<file path="config.mk">
export PLATFORM = sky130hd
export DESIGN_NAME = mask_encoder
export DESIGN_NICKNAME = d
export VERILOG_FILES = /design/src/rtl/mask_pkg.sv /design/src/rtl/mask_record_fifo.sv /design/src/rtl/mask_encoder.sv
export SDC_FILE = /design/constraint.sdc
export NUM_CORES = 1
export LEC_CHECK = 0
export BUFFER_PORTS_ARGS = -buffer_cell sky130_fd_sc_hd__buf_2
export CAP_MARGIN = 20
export CORE_ASPECT_RATIO = 1.75
export CORE_MARGIN = 4
export CORE_UTILIZATION = 45
export CTS_CLUSTER_DIAMETER = 30
export DETAILED_ROUTE_END_ITERATION = 10
export PLACE_DENSITY_LB_ADDON = 0.12
export SLEW_MARGIN = 15
export SYNTH_ARGS = -nofsm -noshare
export SYNTH_HDL_FRONTEND = slang
export SYNTH_HIERARCHICAL = 1
export SYNTH_SLANG_ARGS = --single-unit
</file>
<file path="constraint.sdc">
create_clock -name clk -period 8 [get_ports clk]
set_input_delay 0.4 -clock clk [delete_from_list [all_inputs] [get_ports clk]]
set_output_delay 0.4 -clock clk [all_outputs]
set_load 0.01 [all_outputs]
</file>
<file path="src/rtl/mask_pkg.sv">
// Shared types for the mask run-length encoder.
// Record layout, run limit, byte buffer sizing and output FSM states.
package mask_pkg;

  localparam int LEN_W = 10;
  localparam int Y_W   = 10;
  localparam int X_W   = 10;
  localparam int ID_W  = 10;
  localparam int REC_W = LEN_W + Y_W + X_W + ID_W;

  localparam int ID_LSB  = 0;
  localparam int X_LSB   = ID_LSB + ID_W;
  localparam int Y_LSB   = X_LSB + X_W;
  localparam int LEN_LSB = Y_LSB + Y_W;

  localparam int MAX_RUN_LENGTH = 1023;
  localparam int REC_BYTES = REC_W / 8;
  localparam int BUF_BYTES = 6;
  localparam int BUF_W     = BUF_BYTES * 8;

  typedef struct packed {
    logic [LEN_W-1:0] len;
    logic [Y_W-1:0]   y;
    logic [X_W-1:0]   sx;
    logic [ID_W-1:0]  id;
  } mask_rec_t;

  typedef enum logic [2:0] {
    IDLE,
    LOAD,
    EMIT,
    GAP,
    FLUSH
  } mask_state_t;

endpackage

</file>
<file path="src/rtl/mask_record_fifo.sv">
// Synchronous record FIFO with a registered read port.
// data_o updates on the edge that pops; it is valid the cycle after.
module mask_record_fifo
  import mask_pkg::*;
#(
  parameter int DEPTH = 8
) (
  input  logic                   clk,
  input  logic                   rst_n,
  input  logic                   push_i,
  input  mask_rec_t              data_i,
  input  logic                   pop_i,
  output mask_rec_t              data_o,
  output logic [$clog2(DEPTH):0] count_o
);

  localparam int AW = $clog2(DEPTH);
  localparam int CW = AW + 1;

  mask_rec_t      mem_q [DEPTH];
  mask_rec_t      data_q;
  logic [AW-1:0]  wr_q;
  logic [AW-1:0]  rd_q;
  logic [CW-1:0]  cnt_q;
  logic           do_push;
  logic           do_pop;

  assign do_push = push_i && (cnt_q != CW'(DEPTH));
  assign do_pop  = pop_i && (cnt_q != '0);

  always_ff @(posedge clk) begin
    if (do_push) mem_q[wr_q] <= data_i;
  end

  always_ff @(posedge clk) begin
    if (!rst_n) begin
      wr_q   <= '0;
      rd_q   <= '0;
      cnt_q  <= '0;
      data_q <= '0;
    end else begin
      if (do_push) wr_q <= wr_q + AW'(1);
      if (do_pop) begin
        rd_q   <= rd_q + AW'(1);
        data_q <= mem_q[rd_q];
      end
      cnt_q <= cnt_q + CW'(do_push) - CW'(do_pop);
    end
  end

  assign data_o  = data_q;
  assign count_o = cnt_q;

endmodule

</file>
<file path="src/rtl/mask_encoder.sv">
// Run-length encodes segment pixels into 40-bit records and streams them as 16-bit words.
// Define MASK_ENCODER_STATS_EN to add the record_count / overflow outputs.
module mask_encoder
  import mask_pkg::*;
#(
  parameter int FIFO_DEPTH = 8,
  parameter int WR_GAP     = 4
) (
  input  logic        clk,
  input  logic        reset_n,
  input  logic        pixel_valid,
  output logic        pixel_ready,
  input  logic [9:0]  pixel_x,
  input  logic [9:0]  pixel_y,
  input  logic        pixel_has_segment,
  input  logic [9:0]  pixel_segment_id,
  input  logic        frame_end,
  output logic        ioctl_wr,
  output logic [15:0] ioctl_dout,
  output logic        done
`ifdef MASK_ENCODER_STATS_EN
  ,
  output logic [14:0] record_count,
  output logic        overflow
`endif
);

  localparam int CW = $clog2(FIFO_DEPTH) + 1;
  localparam int GW = $clog2(WR_GAP);

  logic            acc;
  logic            ext;
  logic            push;
  mask_rec_t       push_rec;
  logic            run_v_q, run_v_d;
  mask_rec_t       run_q, run_d;
  logic [X_W-1:0]  lx_q, lx_d;
  logic            ending_q, ending_d;
  logic            rdy_en_q;
  logic            end_ready;

  mask_rec_t       fifo_data;
  logic [CW-1:0]   fifo_cnt;
  logic            pop;

  mask_state_t     state_q, state_d;
  logic [GW-1:0]   gap_q, gap_d;
  logic [BUF_W-1:0] buf_q, buf_d;
  logic [2:0]      bcnt_q, bcnt_d;
  logic            wr_q, wr_d;
  logic [15:0]     dout_q, dout_d;
  logic            done_q, done_d;

  assign pixel_ready = rdy_en_q && !ending_q &&
                       (fifo_cnt < CW'(FIFO_DEPTH - 1));
  assign acc = pixel_valid && pixel_ready;
  assign ext = run_v_q && pixel_has_segment &&
               (pixel_segment_id == run_q.id) &&
               (pixel_y == run_q.y) &&
               (pixel_x == lx_q + 10'd1) &&
               (run_q.len < LEN_W'(MAX_RUN_LENGTH));

  // Frame close is deferred one cycle so a coincident beat can still push.
  always_comb begin
    run_v_d  = run_v_q;
    run_d    = run_q;
    lx_d     = lx_q;
    push     = 1'b0;
    push_rec = run_q;
    if (ending_q) begin
      if (run_v_q) begin
        push    = 1'b1;
        run_v_d = 1'b0;
      end
    end else if (acc) begin
      if (ext) begin
        run_d.len = run_q.len + 10'd1;
        lx_d      = pixel_x;
        if (run_q.len == LEN_W'(MAX_RUN_LENGTH - 1)) begin
          push     = 1'b1;
          push_rec = run_d;
          run_v_d  = 1'b0;
        end
      end else begin
        push    = run_v_q;
        run_v_d = pixel_has_segment;
        run_d   = '{len: 10'd1, y: pixel_y,
                    sx: pixel_x, id: pixel_segment_id};
        lx_d    = pixel_x;
      end
    end
  end

  always_ff @(posedge clk) begin
    if (!reset_n) begin
      run_v_q  <= 1'b0;
      run_q    <= '0;
      lx_q     <= '0;
      ending_q <= 1'b0;
      rdy_en_q <= 1'b0;
    end else begin
      run_v_q  <= run_v_d;
      run_q    <= run_d;
      lx_q     <= lx_d;
      ending_q <= ending_d;
      rdy_en_q <= 1'b1;
    end
  end

  mask_record_fifo #(
    .DEPTH (FIFO_DEPTH)
  ) u_fifo (
    .clk     (clk),
    .rst_n   (reset_n),
    .push_i  (push),
    .data_i  (push_rec),
    .pop_i   (pop),
    .data_o  (fifo_data),
    .count_o (fifo_cnt)
  );

  assign end_ready = (ending_q || frame_end) && !run_v_d && !push &&
                     (fifo_cnt == '0) && (bcnt_q < 3'd2);

  always_ff @(posedge clk) begin
    if (!reset_n) begin
      state_q <= IDLE;
      gap_q   <= '0;
    end else begin
      state_q <= state_d;
      gap_q   <= gap_d;
    end
  end

  always_comb begin
    state_d = state_q;
    gap_d   = gap_q;
    pop     = 1'b0;
    unique case (state_q)
      IDLE: begin
        if (bcnt_q >= 3'd2) begin
          state_d = EMIT;
        end else if (fifo_cnt != '0) begin
          state_d = LOAD;
          pop     = 1'b1;
        end else if (end_ready) begin
          state_d = FLUSH;
        end
      end
      LOAD: state_d = IDLE;
      EMIT: begin
        state_d = GAP;
        gap_d   = '0;
      end
      GAP: begin
        if (gap_q == GW'(WR_GAP - 2)) state_d = IDLE;
        else gap_d = gap_q + GW'(1);
      end
      FLUSH: begin
        state_d = (bcnt_q != 3'd0) ? GAP : IDLE;
        gap_d   = '0;
      end
      default: state_d = IDLE;
    endcase
  end

  // Byte buffer drains from the low end; LOAD appends above what is left.
  always_comb begin
    buf_d    = buf_q;
    bcnt_d   = bcnt_q;
    wr_d     = 1'b0;
    dout_d   = dout_q;
    done_d   = 1'b0;
    ending_d = ending_q || frame_end;
    unique case (state_q)
      LOAD: begin
        if (bcnt_q == 3'd0) buf_d = {8'h00, fifo_data};
        else buf_d = {fifo_data, buf_q[7:0]};
        bcnt_d = bcnt_q + 3'(REC_BYTES);
      end
      EMIT: begin
        wr_d   = 1'b1;
        dout_d = buf_q[15:0];
        buf_d  = {16'h0000, buf_q[BUF_W-1:16]};
        bcnt_d = bcnt_q - 3'd2;
      end
      FLUSH: begin
        if (bcnt_q != 3'd0) begin
          wr_d   = 1'b1;
          dout_d = {8'h00, buf_q[7:0]};
          buf_d  = '0;
          bcnt_d = 3'd0;
        end else begin
          done_d   = 1'b1;
          ending_d = 1'b0;
        end
      end
      default: begin
      end
    endcase
  end

  always_ff @(posedge clk) begin
    if (!reset_n) begin
      buf_q  <= '0;
      bcnt_q <= '0;
      wr_q   <= 1'b0;
      dout_q <= '0;
      done_q <= 1'b0;
    end else begin
      buf_q  <= buf_d;
      bcnt_q <= bcnt_d;
      wr_q   <= wr_d;
      dout_q <= dout_d;
      done_q <= done_d;
    end
  end

  assign ioctl_wr   = wr_q;
  assign ioctl_dout = dout_q;
  assign done       = done_q;

`ifdef MASK_ENCODER_STATS_EN
  logic [14:0] rc_q;
  logic        ov_q;

  always_ff @(posedge clk) begin
    if (!reset_n) begin
      rc_q <= '0;
      ov_q <= 1'b0;
    end else if (done_q) begin
      rc_q <= '0;
    end else if (push) begin
      if (rc_q != 15'h7fff) rc_q <= rc_q + 15'd1;
      else ov_q <= 1'b1;
    end
  end

  assign record_count = rc_q;
  assign overflow     = ov_q;
`endif

endmodule

</file>
### Word level (Yosys, flattened, before mapping)

Memories as Yosys holds them, arrays and structs flattened. A register that Yosys moved wholly into a read port is not among the register bits.
Cells that the tools add are included.

| storage, ports and cells | value |
|---|---|
| input bits | 35 |
| latch bits | 0 |
| bits in registers | 137 |
| memories | 1 |
| RAM bits | 320 |
| output and inout bits | 19 |
| ROM bits | 0 |
| logic and storage cells | 126 |

Memory list:

| memory | words | bits a word | rd ports | clocked after Yosys merged registers in | write ports | RTL line | RTL |
|---|---|---|---|---|---|---|---|
| u_fifo.mem_q | 8 | 40 | 1 | 1 | 1 | mask_record_fifo.sv:20 | `mask_rec_t mem_q [DEPTH];` |

| cells by class | value |
|---|---|
| multipliers | 0 |
| bitwise logic cells | 2 |
| reductions and logical operators | 36 |
| div/mod/pow operators | 0 |
| $add $sub $neg | 9 |
| equality and inequality tests | 15 |
| multiplexer cells | 40 |
| shifts and indexed selects | 0 |
| order comparisons | 4 |

Operators by type and width:

| operator | number |
|---|---|
| $mux W40 | 4 |
| $pmux W48 S3 | 1 |
| $mux W48 | 2 |
| $pmux W16 S2 | 1 |
| $eq A10 B10 Y1 | 3 |
| $add A10 B1 Y10 const B | 2 |
| $mux W1 | 19 |
| $mux W16 | 1 |
| $mux W3 | 5 |
| $logic_and A1 B1 Y1 | 14 |
| $pmux W3 S4 | 1 |
| $reduce_and A2 Y1 | 6 |
| $eq A10 B10 Y1 const B | 1 |
| $lt A10 B10 Y1 const B | 1 |
| $mux W10 | 1 |
| $pmux W3 S3 | 1 |
| $ne A2 B2 Y1 const B | 4 |
| $ne A4 B4 Y1 const B | 2 |
| $add A3 B1 Y3 const B | 2 |
| $eq A3 B2 Y1 const B | 2 |
| $logic_not A3 Y1 | 2 |
| $reduce_and A3 Y1 | 2 |
| $reduce_bool A3 Y1 | 2 |
| $add A4 B1 Y4 | 1 |
| other kinds (20) | 26 |

### Logic depth before layout (Yosys ltp)

Gate-level depths: netlist (run 1).

| depth | value |
|---|---|
| word-level depth | 17 |
| depth in mapped cells | 17 |
| mapped depth without buffers | 15 |

### Modules after synthesis

The synthesis (run 1) kept the hierarchy.

Modules (own cells, without submodules):

| module | area an instance (sq um) | cells an instance | seq. area each (sq um) | times used |
|---|---|---|---|---|
| mask_record_fifo | 14126.0 | 839 | 10610.2 | 1 |
| mask_encoder | 6432.4 | 806 | 2542.4 | 1 |

### Worst setup path after synthesis (run 1)

Ideal clock, no wire load.

| path | value |
|---|---|
| path type | reg-to-reg |
| start point | reg lx_q[1] |
| end point | mem u_fifo/mem_q[0][0] (netlist bit), enable pin |
| period minus slack after synthesis | 5724 ps |
| stages on the path, launching flop included | 12 |
| arrival | 5237 ps |
| setup slack | 2276 ps |
| setup time | 487 ps |
| cell sequence | dfxtp_1 ha_1 buf_2 nor3b_1 o21a_1 o31ai_1 nor4_2 nand4_2 o211ai_1 o31ai_1 or2_1 nor3_1 |

| on the way | value |
|---|---|
| longest elaborated chain between the ends | 10 |

RTL lines:

| item | RTL line | RTL |
|---|---|---|
| start, declared | mask_encoder.sv:37 | `logic [X_W-1:0] lx_q, lx_d;` |
| start signal, assigned | mask_encoder.sv:104 | `lx_q <= lx_d;` |
| $add A10 B1 Y10 | mask_encoder.sv:60 | `(pixel_x == lx_q + 10'd1) &&` |
| $eq A10 B10 Y1 | mask_encoder.sv:60 |  |
| $logic_and A1 B1 Y1 | mask_encoder.sv:59 | `(pixel_y == run_q.y) &&` |
| $logic_and A1 B1 Y1 | mask_encoder.sv:60 |  |
| $mux W1 | mask_encoder.sv:76 | `if (ext) begin` |
| $mux W1 | mask_encoder.sv:75 | `end else if (acc) begin` |
| $mux W1 | mask_encoder.sv:70 | `if (ending_q) begin` |
| net push | mask_encoder.sv:33 | `logic push;` |
| $logic_and A1 B1 Y1 | mask_record_fifo.sv:28 | `assign do_push = push_i && (cnt_q != CW'(DEPTH));` |
| $mux W1 | mask_record_fifo.sv:32 | `if (do_push) mem_q[wr_q] <= data_i;` |
| $mux W1 (not written as such) | mask_record_fifo.sv:32 |  |
| end, declared | mask_record_fifo.sv:20 |  |

The timed path passes the listed nets, and every way through them passes these cells.

### Final worst setup path (run 1)

| path | value |
|---|---|
| start point | reg lx_q[0] |
| end point | mem u_fifo/mem_q[4][8] (netlist bit), enable pin |

Same word-level chain as after synthesis.

==> flow_summary.yaml, run 1 <==
placement:
  io_buffers: 53
  hpwl_mm: 32.5
  gp_routability_congestion: 0.851
  dp.cells: 2192
  dp_slack_ns: 2.97
grt:
  grt_max_degree: 93
  grt_pass1_wl_mm: 79.1
  grt-ovfl-total: 0
  grt_pass1_vias: 13200
  grt_antenna_before_repair: 0
  track_usage: 0.210
sta:
  setup_ws_ns: 3.08
  hold_viol_final: 0
  fin_crit_sh: 0.615
  maxSlewHeadroom: 0.252
  worstMarginPinSlew_ns: 1.11
  fin_worst_skew_ns: 0.0290
  drv_slew: 0
  rsz0062_at_grt: "no"
  final.min_clock_period_ns: 4.92
  max_freq_ghz: 0.203
  fin_tns_setup_ns: 0
  setup_viol: 0
floorplan:
  die_area_um2: 49300
  initial_core_util: 0.456
  core_area_um2: 45100
  die_h_um: 291
  rows: 103
  pin_count: 54
  die_w_um: 170
clock_tree:
  cts_made_buffers: 73
  clk_latency_ns: 0.60
  cts.sinks: 497
  cts_resized: 0
  postCtsSetupRepairBufs: 0
  cts_tree: "built"
  htreeDepth: 3
  clockBufferDepth: 3
  clk_pin_slew_worst_paths_ns: 0.06
  cts-root-buf: "clkbuf_16"
  ctsHoldBuffers: 0
routing:
  drt_wl_total_mm: 51.4
  dr.pass1.iters: 5
  via_per_inst: 5.56
  drt_iter0_drc: 805
  post_drt_wl_per_cell_um: 22.1
  via_count: 12900
  antenna_left: 0
  drc: 0
critical_path:
  path_class: "flop to flop"
  worstSetupStartpointType: "flop"
  path_cells: "ha_1, xor2_1, nor3_1, nand4_1, nor4_2, nand4_2, o211ai_1, o31ai_1, or2_1, nor2_4, buf_4"
  crit_path_end_kind: "flop"
  critical_path.max_fanout: 22
  cp_slowest_cell: "nor2_4"
  cp.required_ns: 8.25
  arrival_ns: 5.17
  cpPeakStageDelay_ns: 0.72
synthesis:
  seq_area_frac_synth: 0.640
  ys_warn_count: 6
  synth_cell_types: 65
  synth_top_family_by_area: "compound AO/OA/AOI/OAI gates"
  synth_edf_count: 320
  synth_fa_ha_area_frac: 0.0107
  syn_area_um2: 20600
  synth-simple-area-share: 0.0957
  synthCells: 1645
  ys_seq_elements: 497
  async_flop_share: 0
  syn_nets: 1697
  synthXorXnorAreaFrac: 0.0194
  synth_compound_area_frac: 0.101
  synth_mux_area_frac: 0.0984
  synth_flop_cell: "edfxtp_1"
  synth_area_per_cell_um2: 12.5
cells_and_area:
  fill_cells: 3944
  fin_nets: 1742
  area_growth_pct: 15.4
  stdcell_count: 2328
  drive_gt1_frac: 0.135
  post-route-util: 0.526
  antenna_cells: 0
power_and_ir_drop:
  irDropWorstVdd_v: 0.000225
  p_per_area_nw_per_um2: 338
  power.leakage_nw: 8.04
job:
  maxCapViolations: 0
worst_hold_path:
  hp-class: "primary input to flop"
status:
  status: "complete, no violations"
==> power by group <==
part           leakage [nW]  internal, mW  switching (mW)
logic                  2.54         0.596           0.996
clock network          1.22          1.98            1.24
registers              4.28          2.95           0.256
total                  8.04          5.52            2.49
==> layout make-up <==
class | count | area (um^2) | area share
clock buffer | 88 | 1970 | 0.0829
tap | 577 | 722 | 0.0304
clock inverter | 48 | 536 | 0.0226
timing repair buffer | 80 | 470 | 0.0198
inverter | 20 | 75.1 | 0.00316
sequential | 497 | 13200 | 0.555
multi-input combinational | 1018 | 6800 | 0.287
==> worst max-delay path, delay by kind of cell (launching register included) <==
kind                     cells  cell delay [ns]
AND/OR/NAND/NOR              6             2.62
flip-flops                   1             0.51
AO/OA/AOI/OAI                2             0.47
buffers and inverters        1             0.45
adder cells (fa/ha/maj)      1             0.32
XOR/XNOR                     1             0.20
==> state kept, by name, indices dropped and copies added, names as in the netlist <==
| name | flops |
|---|---|
| u_fifo/mem_q | 320 |
| buf_q | 48 |
| run_q | 40 |
| u_fifo/data_o | 40 |
| ioctl_dout | 16 |
| lx_q | 10 |
| u_fifo/count_o | 4 |
| bcnt_q | 3 |
| state_q | 3 |
| u_fifo/rd_q | 3 |
| u_fifo/wr_q | 3 |
| gap_q | 2 |
| done | 1 |
| ending_q | 1 |
| ioctl_wr | 1 |
| rdy_en_q | 1 |
| run_v_q | 1 |
==> cells by family after synthesis <==
kind of cell	Yosys count
muxes	202
buffers and inverters	130
AOI/OAI and AO/OA	324
xor gates and xnor gates	43
adders and majority gates	17
and+or+nand+nor	432
DFF	497
==> path summary, 6_finish.rpt <==
path / start / end / slack [ns] / depth (start not counted)
hold reg to reg: buf_q[0]$_SDFFE_PN0P_ / ioctl_dout[0]$_SDFFE_PN0P_ / 0.45 / 2
hold / removal: pixel_has_segment / run_v_q$_SDFF_PN0_ / 0.07 / 3
setup reg to reg: lx_q[0]$_SDFFE_PN0P_ / u_fifo/mem_q[4][8]$_DFFE_PP_ / 3.08 / 11
setup / recovery: lx_q[0]$_SDFFE_PN0P_ / u_fifo/mem_q[4][8]$_DFFE_PP_ / 3.08 / 11
==> per-stage QoR <==
step,hold slack (ns),area (um^2),power [mW]
after global routing,0.0611,23700,8.42
after floorplan,0.428,20600,4.46
final,0.0655,23700,8.01
after global placement,0.443,21200,4.84
after CTS,0.0340,23700,8.10
after detailed placement,0.447,21200,4.87
==> synth_stat cells, types with 8 or more instances <==
cell type | n | share of area
a211oi_1 | 32 | 0.012
xor2_1 | 28 | 0.012
and2_1 | 12 | 0.0037
a22oi_1 | 104 | 0.038
buf_2 | 17 | 0.0041
nor2b_1 | 10 | 0.0030
dfxtp_1 | 177 | 0.17
edfxtp_1 | 320 | 0.47
buf_8 | 8 | 0.0058
o21ai_0 | 47 | 0.011
a21oi_1 | 103 | 0.025
xnor2_1 | 13 | 0.0055
nor3_1 | 44 | 0.011
inv_1 | 19 | 0.0035
nand2_1 | 211 | 0.039
mux2i_1 | 201 | 0.098
clkbuf_1 | 67 | 0.012
ha_1 | 16 | 0.0097
nor2_1 | 84 | 0.015
nor4_1 | 16 | 0.0049
nand3_1 | 15 | 0.0037
==> layer usage <==
metal,vias up,part of all wire,track usage
met2,278,0.53,0.379
met1,6350,0.39,0.245
met4,0,0.043,0.101
met3,92,0.036,0.0256
li1,6220,-,-
met5,-,0,0
==> placed cells by master, fill, tap and decap left out, types with 6 or more instances in the layout <==
master	n
buf_4	28
nor3_2	6
a22oi_1	104
dfxtp_1	176
ha_1	16
nor2b_1	8
and2_1	11
mux2i_1	201
inv_6	16
o21ai_0	47
nor4_1	16
nor2_4	8
buf_2	52
nand2_1	211
clkinv_4	8
clkbuf_1	10
edfxtp_1	320
nor2_1	75
a21oi_1	103
xnor2_1	13
nand3_1	15
nand4_1	7
clkbuf_16	76
inv_1	18
nor3_1	42
xor2_1	28
o21a_1	6
a211oi_1	32
Note: power is estimated with default switching activity, not from simulation.
==> inputs of run 2 (changes only) <==
==> constraint.sdc (replaced) <==
create_clock -name clk -period 5 [get_ports clk]
set_input_delay 0.25 -clock clk [delete_from_list [all_inputs] [get_ports clk]]
set_output_delay 0.25 -clock clk [all_outputs]
set_load 0.01 [all_outputs]
==> run 2 against run 1 <==
Net effect:
- sequential share of layout area is 0.40 points lower
- maximum frequency increased by 12%
- via count grew 0.53%
- first-iteration DRC count fell by 5.8%
- core utilization is 0.38 points higher
- clock power increased by 49%
==> flow_summary.yaml, run 2 (synthesis gave the netlist of run 1 again) <==
routing:
  drt_iter0_drc: 758
  post_drt_wl_per_cell_um: 21.7
  dr.pass1.iters: 7
  drt_wl_total_mm: 50.9
  via_count: 13000
  antenna_left: 0
  via_per_inst: 5.53
  drc: 0
cells_and_area:
  final_common_cell: "edfxtp_1"
  antenna_cells: 0
  post-route-util: 0.530
  largest_reg_flops: 320
  area_growth_pct: 16.2
  largest-register: "u_fifo/mem_q"
  layout_common_cells: "320 x edfxtp_1, 211 x nand2_1, 201 x mux2i_1, 176 x dfxtp_1, 104 x a22oi_1"
  stdcell_count: 2351
  drive_gt1_frac: 0.128
  top_regs: "u_fifo/mem_q: 320 flops, buf_q: 48 flops"
  fin_nets: 1768
grt:
  grt_antenna_before_repair: 0
  track_usage: 0.207
  use_met3: 0.0280
  grt_max_degree: 95
  grt-ovfl-total: 0
  use_met2: 0.368
  top_usage_layer: "met2"
  grt_pass1_wl_mm: 78.6
  grt_pass1_vias: 13200
  gr-usage-met1: 0.251
job:
  maxCapViolations: 0
power_and_ir_drop:
  irDropWorstVdd_v: 0.000306
  power.leakage_nw: 8.07
  p_per_area_nw_per_um2: 524
sta:
  maxSlewHeadroom: 0.253
  worstMarginPinSlew_ns: 1.12
  fin_worst_skew_ns: 0.0201
  max_freq_ghz: 0.228
  setup_viol: 0
  rsz0062_at_grt: "no"
  fin_crit_sh: 0.876
  hold_viol_final: 0
  setup_ws_ns: 0.619
  fin_tns_setup_ns: 0
  drv_slew: 0
  final.min_clock_period_ns: 4.38
status:
  status: "complete, no violations"
placement:
  gp_routability_congestion: 0.889
  dp_slack_ns: 0.626
  dp.cells: 2192
  io_buffers: 53
  hpwl_mm: 32.3
clock_tree:
  clk_pin_slew_worst_paths_ns: 0.05
  cts-root-buf: "clkbuf_16"
  clockBufferDepth: 3
  clk_latency_ns: 0.58
  cts_tree: "built"
  htreeDepth: 3
  cts.sinks: 497
  cts_made_buffers: 71
critical_path:
  path_class: "flop to flop"
  reg2reg_slack_ns: 0.62
  worstSetupStartpointType: "flop"
  arrival_ns: 4.59
  worstSetupStartpoint: "lx_q[0]$_SDFFE_PN0P_"
  reg2reg_to: "u_fifo/mem_q[6][10]$_DFFE_PP_"
  crit_path_end_kind: "flop"
  critical_path.max_fanout: 40
  r2r_start: "lx_q[0]$_SDFFE_PN0P_"
  endpoint: "u_fifo/mem_q[6][10]$_DFFE_PP_"
  cp.required_ns: 5.20
  reg2regPathDepth: 11
floorplan:
  core_area_um2: 45100
  pin_count: 54
  die_h_um: 291
  die_area_um2: 49300
  initial_core_util: 0.456
  die_w_um: 170
  rows: 103
worst_hold_path:
  hp-class: "primary input to flop"
  hold_start: "pixel_x[5]"
[run 2: worst min path at each step]
| stage | endpoint | slack (ns) | cells past startpoint |
|---|---|---|---|
| 2_1_floorplan | rdy_en_q$_DFF_P_ | 0.28 | 0 |
| 3_3_place_gp | ioctl_dout[5]$_SDFFE_PN0P_ | 0.45 | 2 |
| 3_5_place_dp | ioctl_dout[0]$_SDFFE_PN0P_ | 0.45 | 2 |
| 4_1_cts | lx_q[5]$_SDFFE_PN0P_ | 0.006 | 3 |
| 5_1_grt | lx_q[4]$_SDFFE_PN0P_ | 0.01 | 3 |
| 6_report | lx_q[5]$_SDFFE_PN0P_ | 0.02 | 3 |
[run 2: layer usage]
| metal | vias to the layer above | routed length (um) |
|---|---|---|
| met3 | 81 | 1740 |
| met2 | 256 | 26600 |
| met1 | 6412 | 20700 |
| li1 | 6259 | - |
| met4 | 0 | 1860 |
| met5 | - | 0 |
[run 2: what timing repair did]
action	CTS	global route
buffers inserted	0	0
hold endpoints to repair	32	0
hold buffers	28	0
gates resized for setup	0	0
[run 2: layout make-up]
cell class                 count  area (um^2)
multi-input combinational   1018         6810
tap                          577          722
inverter                      20         75.1
timing repair buffer         108          801
fill                        3905        21200
sequential                   497        13200
clock buffer                  83         1940
clock inverter                48          394
[run 2: report_power, final]
group,total (mW),switching (mW),internal (mW)
clock,4.80,1.87,2.93
sequential,5.12,0.403,4.72
combinational,2.60,1.62,0.973
total,12.5,3.90,8.63
[run 2: per-stage QoR]
stage               power (mW)  instance area [um^2]  hold WS, ns
global route              13.1                 23900       0.0121
CTS                       12.6                 23900      0.00553
floorplan                 7.13                 20600        0.278
finish                    12.5                 23900       0.0234
global placement          7.75                 21300        0.447
detailed placement        7.79                 21300        0.448
[run 2: critical path: stages, from the launching register on]
cell	delay, ns
dfxtp_1	0.45
ha_1	0.31
xor2_1	0.21
nor3_1	0.36
nand4_1	0.21
nor4_2	0.57
nand4_2	0.32
o211ai_1	0.25
o31ai_1	0.20
or2_1	0.40
nor2_4	0.13
buf_4	0.53
==> inputs of run 3 (changes only) <==
--- a/config.mk
+++ b/config.mk
@@ -13,6 +13,7 @@
 export CTS_CLUSTER_DIAMETER = 30
 export DETAILED_ROUTE_END_ITERATION = 10
 export PLACE_DENSITY_LB_ADDON = 0.12
+export RECOVER_POWER = 50
 export SLEW_MARGIN = 15
 export SYNTH_ARGS = -nofsm -noshare
 export SYNTH_HDL_FRONTEND = slang
==> run 3 against run 2 <==
Net effect:
- the run now ends with capacitance limit, slew limit left
- wire length is essentially flat
- total power shrank 0.16%
- die area is the same
- combinational power is essentially flat
- clock skew is essentially flat
- maximum frequency grew 0.24%
- register-to-register slack is essentially flat
- core utilization shrank 0.097 points
- worst setup slack gained 0.010 ns
- worst hold slack gained 0.0030 ns
- global-route usage is the same
- highest routed layer unchanged
==> flow_summary.yaml, run 3 (synthesis gave the netlist of run 1 again) <==
clock_tree:
  postCtsSetupRepairBufs: 0
  htreeDepth: 3
  clockBufferDepth: 3
  cts_tree: "built"
  cts_made_buffers: 71
  clk_pin_slew_worst_paths_ns: 0.05
  clk_latency_ns: 0.58
  cts.sinks: 497
  cts-root-buf: "clkbuf_16"
cells_and_area:
  area_growth_pct: 16.0
  antenna_cells: 0
  drive_gt1_frac: 0.116
  post-route-util: 0.529
  layout_common_cells: "320 x edfxtp_1, 211 x nand2_1, 201 x mux2i_1, 176 x dfxtp_1, 104 x a22oi_1"
  largest-register: "u_fifo/mem_q"
  fin_nets: 1768
  largest_reg_flops: 320
  top_regs: "u_fifo/mem_q: 320 flops, buf_q: 48 flops"
  final_common_cell: "edfxtp_1"
power_and_ir_drop:
  p_per_area_nw_per_um2: 524
  irDropWorstVdd_v: 0.000306
  power.leakage_nw: 7.98
floorplan:
  die_w_um: 170
  pin_count: 54
  die_h_um: 291
  die_area_um2: 49300
  rows: 103
  core_area_um2: 45100
  initial_core_util: 0.456
worst_hold_path:
  min_to: "lx_q[5]$_SDFFE_PN0P_"
  hold_start: "pixel_x[5]"
  whs_path_depth: 3
  hp-class: "primary input to flop"
grt:
  grt-ovfl-total: 0
  grt_antenna_before_repair: 0
  grt_pass1_wl_mm: 78.6
  grt_pass1_vias: 13200
  track_usage: 0.207
  grt_max_degree: 95
routing:
  drc: 0
  dr.pass1.iters: 8
  via_count: 13000
  drt_iter0_drc: 763
  post_drt_wl_per_cell_um: 21.7
  antenna_left: 0
  via_per_inst: 5.54
  drt_wl_total_mm: 51.0
sta:
  final.min_clock_period_ns: 4.37
  fin_tns_setup_ns: 0
  setup_ws_ns: 0.629
  hold_viol_final: 0
  fin_worst_skew_ns: 0.0201
  rsz0062_at_grt: "no"
  max_freq_ghz: 0.229
  drv_slew: 73
  fin_crit_sh: 0.874
  worstMarginPinSlew_ns: 1.55
  setup_viol: 0
  maxSlewHeadroom: -0.0325
critical_path:
  critical_path.max_fanout: 40
  reg2reg_to: "u_fifo/mem_q[6][10]$_DFFE_PP_"
  cp.required_ns: 5.20
  path_class: "flop to flop"
  reg2regPathDepth: 11
  arrival_ns: 4.57
  crit_path_end_kind: "flop"
  r2r_start: "lx_q[0]$_SDFFE_PN0P_"
  worstSetupStartpointType: "flop"
  reg2reg_slack_ns: 0.63
status:
  failed_checks: "capacitance limit, slew limit"
  status: "finished, violations left"
placement:
  dp_slack_ns: 0.626
  gp_routability_congestion: 0.889
  hpwl_mm: 32.3
  io_buffers: 53
job:
  maxCapViolations: 1
==> run 3: repair_timing <==
action / CTS / global route
hold buffers: 28 / 0
resized for setup: 0 / 0
hold endpoints to repair: 32 / 0
endpoints found under the setup margin: 0 / 0
==> run 3: final cells by class <==
type	count	area, um^2
Fill cell	3923	21300
Multi-Input combinational cell	1018	6800
Sequential cell	497	13200
Tap cell	577	722
Inverter	20	75.1
Clock inverter	48	394
Timing Repair Buffer	108	768
Clock buffer	83	1940
==> run 3: worst max-delay path by stage <==
stage | startpoint | endpoint | cells past startpoint
2_1_floorplan | lx_q[1]$_SDFFE_PN0P_ | u_fifo/mem_q[4][0]$_DFFE_PP_ | 11
3_3_place_gp | lx_q[0]$_SDFFE_PN0P_ | u_fifo/mem_q[6][8]$_DFFE_PP_ | 11
3_5_place_dp | lx_q[0]$_SDFFE_PN0P_ | u_fifo/mem_q[6][8]$_DFFE_PP_ | 11
4_1_cts | lx_q[0]$_SDFFE_PN0P_ | u_fifo/mem_q[6][10]$_DFFE_PP_ | 11
5_1_grt | lx_q[0]$_SDFFE_PN0P_ | u_fifo/mem_q[6][12]$_DFFE_PP_ | 11
6_report | lx_q[0]$_SDFFE_PN0P_ | u_fifo/mem_q[6][10]$_DFFE_PP_ | 11
==> run 3: power breakdown <==
part	switching [mW]	internal [mW]	leakage, nW
registers	0.404	4.72	4.28
logic	1.62	0.960	2.56
clock network	1.87	2.93	1.13
==> run 3: routing by layer <==
layer  part of all wire  global-route usage  vias to the layer above
met5                  0                   0                        -
met4              0.036              0.0859                        0
met3              0.033              0.0280                       79
met2               0.52               0.368                      262
met1               0.41               0.251                     6420
li1                   -                   -                     6258
==> run 3: worst max-delay path, stage by stage, from the launching register on <==
cell and delay (ns):
dfxtp_1 0.45, ha_1 0.31, xor2_1 0.21, nor3_1 0.36, nand4_1 0.21, nor4_2 0.57, nand4_2 0.32, o211ai_1 0.25
o31ai_1 0.20, or2_1 0.40, nor2_4 0.13, buf_4 0.53
==> run 3: metrics by stage <==
step / total power [mW] / std cells / hold WS (ns) / instance area (um^2)
2_1_floorplan: 7.13 / 1645 / 0.278 / 20600
3_3_place_gp: 7.75 / 2192 / 0.447 / 21300
3_5_place_dp: 7.79 / 2192 / 0.448 / 21300
4_1_cts: 12.6 / 2351 / 0.00553 / 23900
5_1_grt: 13.1 / 2351 / 0.0121 / 23900
6_report: 12.5 / 2351 / 0.0264 / 23900
